File: config.mk
export PLATFORM = sky130hd
export DESIGN_NAME = dmem_arbiter_flat
export DESIGN_NICKNAME = d
export VERILOG_FILES = /design/src/rtl/dmem_arbiter_if.sv /design/src/rtl/dmem_arbiter.sv /design/src/flat_wrapper.sv
export SDC_FILE = /design/constraint.sdc
export NUM_CORES = 1
export LEC_CHECK = 0
export BUFFER_PORTS_ARGS = -buffer_cell sky130_fd_sc_hd__buf_2
export CORE_AREA = 2 2 105 107
export DETAILED_ROUTE_END_ITERATION = 16
export DIE_AREA = 0 0 107 109
export SLEW_MARGIN = 20
export SYNTH_ARGS = -nofsm -noshare
export SYNTH_HDL_FRONTEND = slang
export SYNTH_SLANG_ARGS = --single-unit
File: constraint.sdc
create_clock -name clk -period 1.5 [get_ports clk]
set_input_delay 0.3 -clock clk [delete_from_list [all_inputs] [get_ports clk]]
set_output_delay 0.3 -clock clk [all_outputs]
set_load 0.01 [all_outputs]
File: src/rtl/dmem_arbiter_if.sv
// Bundles both requester ports and the data-memory port of dmem_arbiter.
// slave: arbiter view; master: requester/memory side view.
interface dmem_arbiter_if #(
    parameter int unsigned AW = 32,
    parameter int unsigned DW = 32
) ();
    logic          m0_req;
    logic          m0_we;
    logic [AW-1:0] m0_addr;
    logic [DW-1:0] m0_wdata;
    logic          m0_gnt;
    logic          m0_wait;

    logic          m1_req;
    logic          m1_we;
    logic [AW-1:0] m1_addr;
    logic [DW-1:0] m1_wdata;
    logic          m1_gnt;
    logic          m1_wait;

    logic [DW-1:0] rdata;
    logic          mem_we;
    logic [AW-1:0] mem_addr;
    logic [DW-1:0] mem_wdata;
    logic [DW-1:0] mem_rdata;

    modport slave (
        input  m0_req, m0_we, m0_addr, m0_wdata,
        input  m1_req, m1_we, m1_addr, m1_wdata,
        input  mem_rdata,
        output m0_gnt, m0_wait, m1_gnt, m1_wait,
        output rdata, mem_we, mem_addr, mem_wdata
    );

    modport master (
        output m0_req, m0_we, m0_addr, m0_wdata,
        output m1_req, m1_we, m1_addr, m1_wdata,
        output mem_rdata,
        input  m0_gnt, m0_wait, m1_gnt, m1_wait,
        input  rdata, mem_we, mem_addr, mem_wdata
    );
endinterface

File: src/rtl/dmem_arbiter.sv
// Two-port data-memory arbiter: round-robin with bounded bursts under contention.
// Optional macro DMEM_ARB_PRIO0_EN gives port 0 fixed priority and never preempts it.
module dmem_arbiter #(
    parameter int unsigned AW        = 32,
    parameter int unsigned DW        = 32,
    parameter int unsigned BURST_MAX = 4
) (
    input  logic          clk,
    input  logic          reset,
    dmem_arbiter_if.slave bus
);

    localparam int unsigned CntW = $clog2(BURST_MAX) + 1;
    localparam logic [CntW-1:0] CntMax = CntW'(BURST_MAX - 1);

`ifdef DMEM_ARB_PRIO0_EN
    // Port 0 wins ties, is never preempted; port 1 yields after one contended cycle.
    localparam logic            Tie0     = 1'b1;
    localparam logic            Preempt0 = 1'b0;
    localparam logic [CntW-1:0] Cnt1Max  = '0;
`else
    localparam logic            Tie0     = 1'b0;
    localparam logic            Preempt0 = 1'b1;
    localparam logic [CntW-1:0] Cnt1Max  = CntMax;
`endif

    typedef enum logic [1:0] {StIdle, StGnt0, StGnt1} owner_e;

    owner_e          owner_q, owner_d;
    logic [CntW-1:0] cnt_q, cnt_d;
    logic            last_q, last_d;

    logic            gnt0, gnt1;
    logic            req0, req1;
    logic [CntW-1:0] cnt_inc;
    logic [AW-1:0]   addr_mux;
    logic [DW-1:0]   wdata_mux;

    assign req0    = bus.m0_req;
    assign req1    = bus.m1_req;
    assign gnt0    = (owner_q == StGnt0) & req0;
    assign gnt1    = (owner_q == StGnt1) & req1;
    assign cnt_inc = (cnt_q == CntMax) ? cnt_q : cnt_q + 1'b1;

    always_ff @(posedge clk or negedge reset) begin
        if (!reset) begin
            owner_q <= StIdle;
            cnt_q   <= '0;
            last_q  <= 1'b1;
        end else begin
            owner_q <= owner_d;
            cnt_q   <= cnt_d;
            last_q  <= last_d;
        end
    end

    always_comb begin
        owner_d = owner_q;
        cnt_d   = cnt_q;
        last_d  = last_q;
        if (gnt0) last_d = 1'b0;
        if (gnt1) last_d = 1'b1;

        case (owner_q)
            StIdle: begin
                cnt_d = '0;
                if (req0 && req1) begin
                    owner_d = (Tie0 || last_q) ? StGnt0 : StGnt1;
                end else if (req0) begin
                    owner_d = StGnt0;
                end else if (req1) begin
                    owner_d = StGnt1;
                end
            end
            StGnt0: begin
                if (!req0) begin
                    owner_d = req1 ? StGnt1 : StIdle;
                    cnt_d   = '0;
                end else if (req1 && Preempt0 && (cnt_q >= CntMax)) begin
                    owner_d = StGnt1;
                    cnt_d   = '0;
                end else begin
                    cnt_d = cnt_inc;
                end
            end
            StGnt1: begin
                if (!req1) begin
                    owner_d = req0 ? StGnt0 : StIdle;
                    cnt_d   = '0;
                end else if (req0 && (cnt_q >= Cnt1Max)) begin
                    owner_d = StGnt0;
                    cnt_d   = '0;
                end else begin
                    cnt_d = cnt_inc;
                end
            end
            default: begin
                owner_d = StIdle;
                cnt_d   = '0;
            end
        endcase
    end

    // The owner's address/data are presented even when it drops req; only we is gated.
    always_comb begin
        addr_mux  = '0;
        wdata_mux = '0;
        case (owner_q)
            StGnt0: begin
                addr_mux  = bus.m0_addr;
                wdata_mux = bus.m0_wdata;
            end
            StGnt1: begin
                addr_mux  = bus.m1_addr;
                wdata_mux = bus.m1_wdata;
            end
            default: begin
                addr_mux  = '0;
                wdata_mux = '0;
            end
        endcase
    end

    assign bus.m0_gnt    = gnt0;
    assign bus.m1_gnt    = gnt1;
    // Gated by reset so a held request shows no stall while reset is asserted.
    assign bus.m0_wait   = reset & req0 & ~gnt0;
    assign bus.m1_wait   = reset & req1 & ~gnt1;
    assign bus.mem_we    = (gnt0 & bus.m0_we) | (gnt1 & bus.m1_we);
    assign bus.mem_addr  = addr_mux;
    assign bus.mem_wdata = wdata_mux;
    assign bus.rdata     = bus.mem_rdata;

endmodule

File: src/flat_wrapper.sv
// flat-port wrapper written by rule: the top's interface ports become plain ports
module dmem_arbiter_flat 
#(
    parameter int unsigned AW        = 32,
    parameter int unsigned DW        = 32,
    parameter int unsigned BURST_MAX = 4
)
  (clk, reset, bus_m0_req, bus_m0_we, bus_m0_addr, bus_m0_wdata, bus_m1_req, bus_m1_we, bus_m1_addr, bus_m1_wdata, bus_mem_rdata, bus_m0_gnt, bus_m0_wait, bus_m1_gnt, bus_m1_wait, bus_rdata, bus_mem_we, bus_mem_addr, bus_mem_wdata);
  dmem_arbiter_if #(.AW(AW), .DW(DW)) bus_i ();
  input  logic clk;
  input  logic reset;
  input wire logic [$bits(bus_i.m0_req)-1:0] bus_m0_req;
  input wire logic [$bits(bus_i.m0_we)-1:0] bus_m0_we;
  input wire logic [$bits(bus_i.m0_addr)-1:0] bus_m0_addr;
  input wire logic [$bits(bus_i.m0_wdata)-1:0] bus_m0_wdata;
  input wire logic [$bits(bus_i.m1_req)-1:0] bus_m1_req;
  input wire logic [$bits(bus_i.m1_we)-1:0] bus_m1_we;
  input wire logic [$bits(bus_i.m1_addr)-1:0] bus_m1_addr;
  input wire logic [$bits(bus_i.m1_wdata)-1:0] bus_m1_wdata;
  input wire logic [$bits(bus_i.mem_rdata)-1:0] bus_mem_rdata;
  output wire logic [$bits(bus_i.m0_gnt)-1:0] bus_m0_gnt;
  output wire logic [$bits(bus_i.m0_wait)-1:0] bus_m0_wait;
  output wire logic [$bits(bus_i.m1_gnt)-1:0] bus_m1_gnt;
  output wire logic [$bits(bus_i.m1_wait)-1:0] bus_m1_wait;
  output wire logic [$bits(bus_i.rdata)-1:0] bus_rdata;
  output wire logic [$bits(bus_i.mem_we)-1:0] bus_mem_we;
  output wire logic [$bits(bus_i.mem_addr)-1:0] bus_mem_addr;
  output wire logic [$bits(bus_i.mem_wdata)-1:0] bus_mem_wdata;
  assign bus_i.m0_req = bus_m0_req;
  assign bus_i.m0_we = bus_m0_we;
  assign bus_i.m0_addr = bus_m0_addr;
  assign bus_i.m0_wdata = bus_m0_wdata;
  assign bus_i.m1_req = bus_m1_req;
  assign bus_i.m1_we = bus_m1_we;
  assign bus_i.m1_addr = bus_m1_addr;
  assign bus_i.m1_wdata = bus_m1_wdata;
  assign bus_i.mem_rdata = bus_mem_rdata;
  assign bus_m0_gnt = bus_i.m0_gnt;
  assign bus_m0_wait = bus_i.m0_wait;
  assign bus_m1_gnt = bus_i.m1_gnt;
  assign bus_m1_wait = bus_i.m1_wait;
  assign bus_rdata = bus_i.rdata;
  assign bus_mem_we = bus_i.mem_we;
  assign bus_mem_addr = bus_i.mem_addr;
  assign bus_mem_wdata = bus_i.mem_wdata;
  dmem_arbiter #(.AW(AW), .DW(DW), .BURST_MAX(BURST_MAX)) u_core (.clk(clk), .reset(reset), .bus(bus_i));
endmodule
==> flow_metrics.py <==
metrics = {
    "clocking": {
        "cts.sinks": 6,
        "h-tree-depth": 1,
        "cts_buffer_depth": 2,
        "path_clk_slew_ns": 0.04,
        "clock_latency_ns": 0.22,
        "root_buffer": "clkbuf_8",
        "cts_made_buffers": 3,
        "cts_tree": "built",
    },
    "critical_path": {
        "rrSetupSlack_ns": -0.19,
        "worstSetupStartpointType": "flip-flop",
        "end_kind": "output port",
        "critPathKind": "flip-flop to output port",
        "cp_max_fo": 34,
        "r2r-start": "u_core.owner_q[0]",
        "crit_slowest_cell": "dfrtp_2",
        "path_cells": "inv_2 -> ha_4 -> buf_12 -> a22oi_1 -> nor2b_2 -> buf_2",
        "max_stage_delay_ns": 0.43,
        "ff2ff_path_depth": 7,
        "arrival_ns": 1.54,
        "reg2reg_to": "u_core.owner_q[0]",
        "required_ns": 1.20,
    },
    "synth": {
        "synth_cells": 228,
        "yosys.cell_types.count": 28,
        "yosys.area.top_type_share": 0.289,
        "synth_area_sq_um": 1660,
        "synth_area_leader_cell": "a22oi_1",
        "synthTopCellsByArea": "a22oi_1 29%, nor2b_1 24%, buf_4 14%",
        "syn_nets": 399,
        "postSynthAreaPerCell_sq_um": 7.28,
        "synth.yosys.warnings": 0,
        "ys_ff_latch": 6,
        "synth-seq-area-share": 0.0912,
    },
    "die": {
        "dieHeight_microns": 109,
        "core_sq_um": 10600,
        "ios": 267,
        "row_count": 38,
        "die-width_microns": 107,
        "die-area_sq_um": 11700,
        "start_util": 0.157,
    },
    "route": {
        "postRouteAntennaNets": 0,
        "drt_iter0_drc": 113,
        "wl_microns": 7260,
        "post-route-drc-count": 0,
        "vias": 2391,
        "post_drt_wl_per_cell_microns": 13.3,
        "viasPerCell": 4.39,
        "drtPass1Iterations": 4,
    },
    "placed_design": {
        "hpwl_microns": 5510,
        "placed_cells": 531,
        "placed_area_sq_um": 2880,
        "place_congestion": 0.745,
        "port_buffers": 202,
    },
    "grt": {
        "grt_pass1_wl_microns": 9870,
        "antenna_found_initial": 1,
        "grt_pass1_vias": 2179,
        "grt_max_degree": 36,
        "grt_use_total": 0.104,
        "overflow": 0,
    },
    "flow_run": {
        "drv_cap": 0,
    },
    "layout": {
        "mostFrequentLayoutCells": "195 x buf_2, 46 x a22oi_1, 45 x nor2b_2, 18 x a22oi_2, 15 x nor2b_1",
        "area_growth_pct": 94.0,
        "fin_area_sq_um": 3220,
        "fin_nets": 576,
        "drive_gt1_frac": 0.780,
        "n_fill_cell": 1101,
        "final_common_cell": "buf_2",
        "final_cells": 545,
    },
    "outcome": {
        "outcome": "finished with violations",
        "violations": "negative setup slack",
    },
    "sta": {
        "min_period_ns": 1.84,
        "layout_worst_path_cycle_share": 1.23,
        "tightest_slew_ns": 0.357,
        "drv_slew": 0,
        "slew-limit-headroom": 0.762,
        "fin_ws_ns": -0.338,
        "hold_viol": 0,
        "fin_skew_ns": 0.00329,
        "fmax_mhz": 544,
        "finalSetupViolations": 72,
        "rsz0062_at_grt": "yes",
    },
    "pwr": {
        "ir_worst_vdd_mv": 0.729,
        "p_leak_nw": 1.59,
        "p_per_area_nw_per_um2": 1740,
    },
    "hold_path": {
        "hold_class": "input port to asynchronous set/reset pin",
    },
}
-- metrics by stage --
step	TNS, ns	hold WS (ns)	total power, mW	util	setup WS [ns]
2_1_floorplan	-0.646	0.00441	3.37	-	-0.0144
6_report	-20.44	0.0501	5.61	0.304	-0.338
5_1_grt	-25.87	0.0524	6.04	0.304	-0.416
4_1_cts	-21.23	0.0471	5.47	0.295	-0.336
3_5_place_dp	-8.14	0.144	4.74	0.271	-0.144
3_3_place_gp	-5.40	0.146	4.62	0.271	-0.0953
-- layer usage --
metal	track usage	vias to the layer above	wire, microns
met1	0.111	1104	2700
met3	0.0143	18	608
met5	0	-	0
met2	0.204	133	3730
met4	0.0427	0	221
li1	-	1136	-
-- cells by family after synthesis --
logic type | after synthesis | share of synthesized area
fa+ha+maj | 5 | 0.0377
xor+xnor | 1 | 0.00528
simple gates | 81 | 0.292
flops | 6 | 0.0912
compound gates | 74 | 0.337
mux | 3 | 0.0211
buf+inv | 58 | 0.216
-- cell usage after synthesis (all sizes together) --
cell type,instances
a211o,1
a21bo,1
a21oi,4
a22o,1
a22oi,64
buf,43
clkbuf,11
dfrtp,5
dfstp,1
ha,5
inv,4
mux2,1
mux2i,2
nand2,6
nand2b,1
nand3,1
nor2,5
nor2b,65
nor3b,2
o21ai,2
o31ai,1
or3,1
xor2,1
-- where the power goes --
part | internal (mW) | switching [mW] | leakage, nW
sequential | 0.225 | 0.0397 | 0.0762
combinational | 2.74 | 2.36 | 1.49
clock | 0.183 | 0.0731 | 0.0228
total | 3.14 | 2.47 | 1.59
-- critical path, delay by kind of cell (launching register included) --
family	cells	cell delay, ns
flops	1	0.43
fa+ha+maj	1	0.19
simple gates	1	0.12
compound gates	1	0.11
buf+inv	3	0.45
-- worst max path at each step --
stage,start,depth (start not counted),endpoint
after floorplan,u_core.owner_q[0],5,bus_mem_addr[0]
after global placement,u_core.owner_q[0],6,bus_mem_wdata[31]
after detailed placement,u_core.owner_q[0],6,bus_mem_wdata[9]
after CTS,u_core.owner_q[0],6,bus_mem_addr[13]
after global routing,u_core.owner_q[0],6,bus_mem_addr[13]
final,u_core.owner_q[1],6,bus_mem_wdata[6]
-- final cells by class --
| type | instances | area, sq um | area share |
|---|---|---|---|
| Antenna cell | 1 | 2.50 | 0.000777 |
| Clock buffer | 4 | 45.0 | 0.0140 |
| Inverter | 4 | 20.0 | 0.00622 |
| Multi-Input combinational cell | 164 | 1460 | 0.455 |
| Sequential cell | 6 | 153 | 0.0474 |
| Tap cell | 140 | 175 | 0.0544 |
| Timing Repair Buffer | 226 | 1360 | 0.423 |
-- timing repair --
| action | in CTS | in global routing |
|---|---|---|
| cloned | 1 | 1 |
| endpoints found under the hold margin | 5 | 0 |
| setup endpoints to repair | 72 | 74 |
| pin swaps | 4 | 2 |
| buffers inserted | 4 | 2 |
| resized for setup | 30 | 10 |
| hold buffers | 1 | 0 |
-- flip-flops by register name, summed over array words and instances (netlist names) --
name and flops:
u_core.owner_q 2, u_core.cnt_q 3, u_core.last_q 1
(Power assumes the default switching activity.)
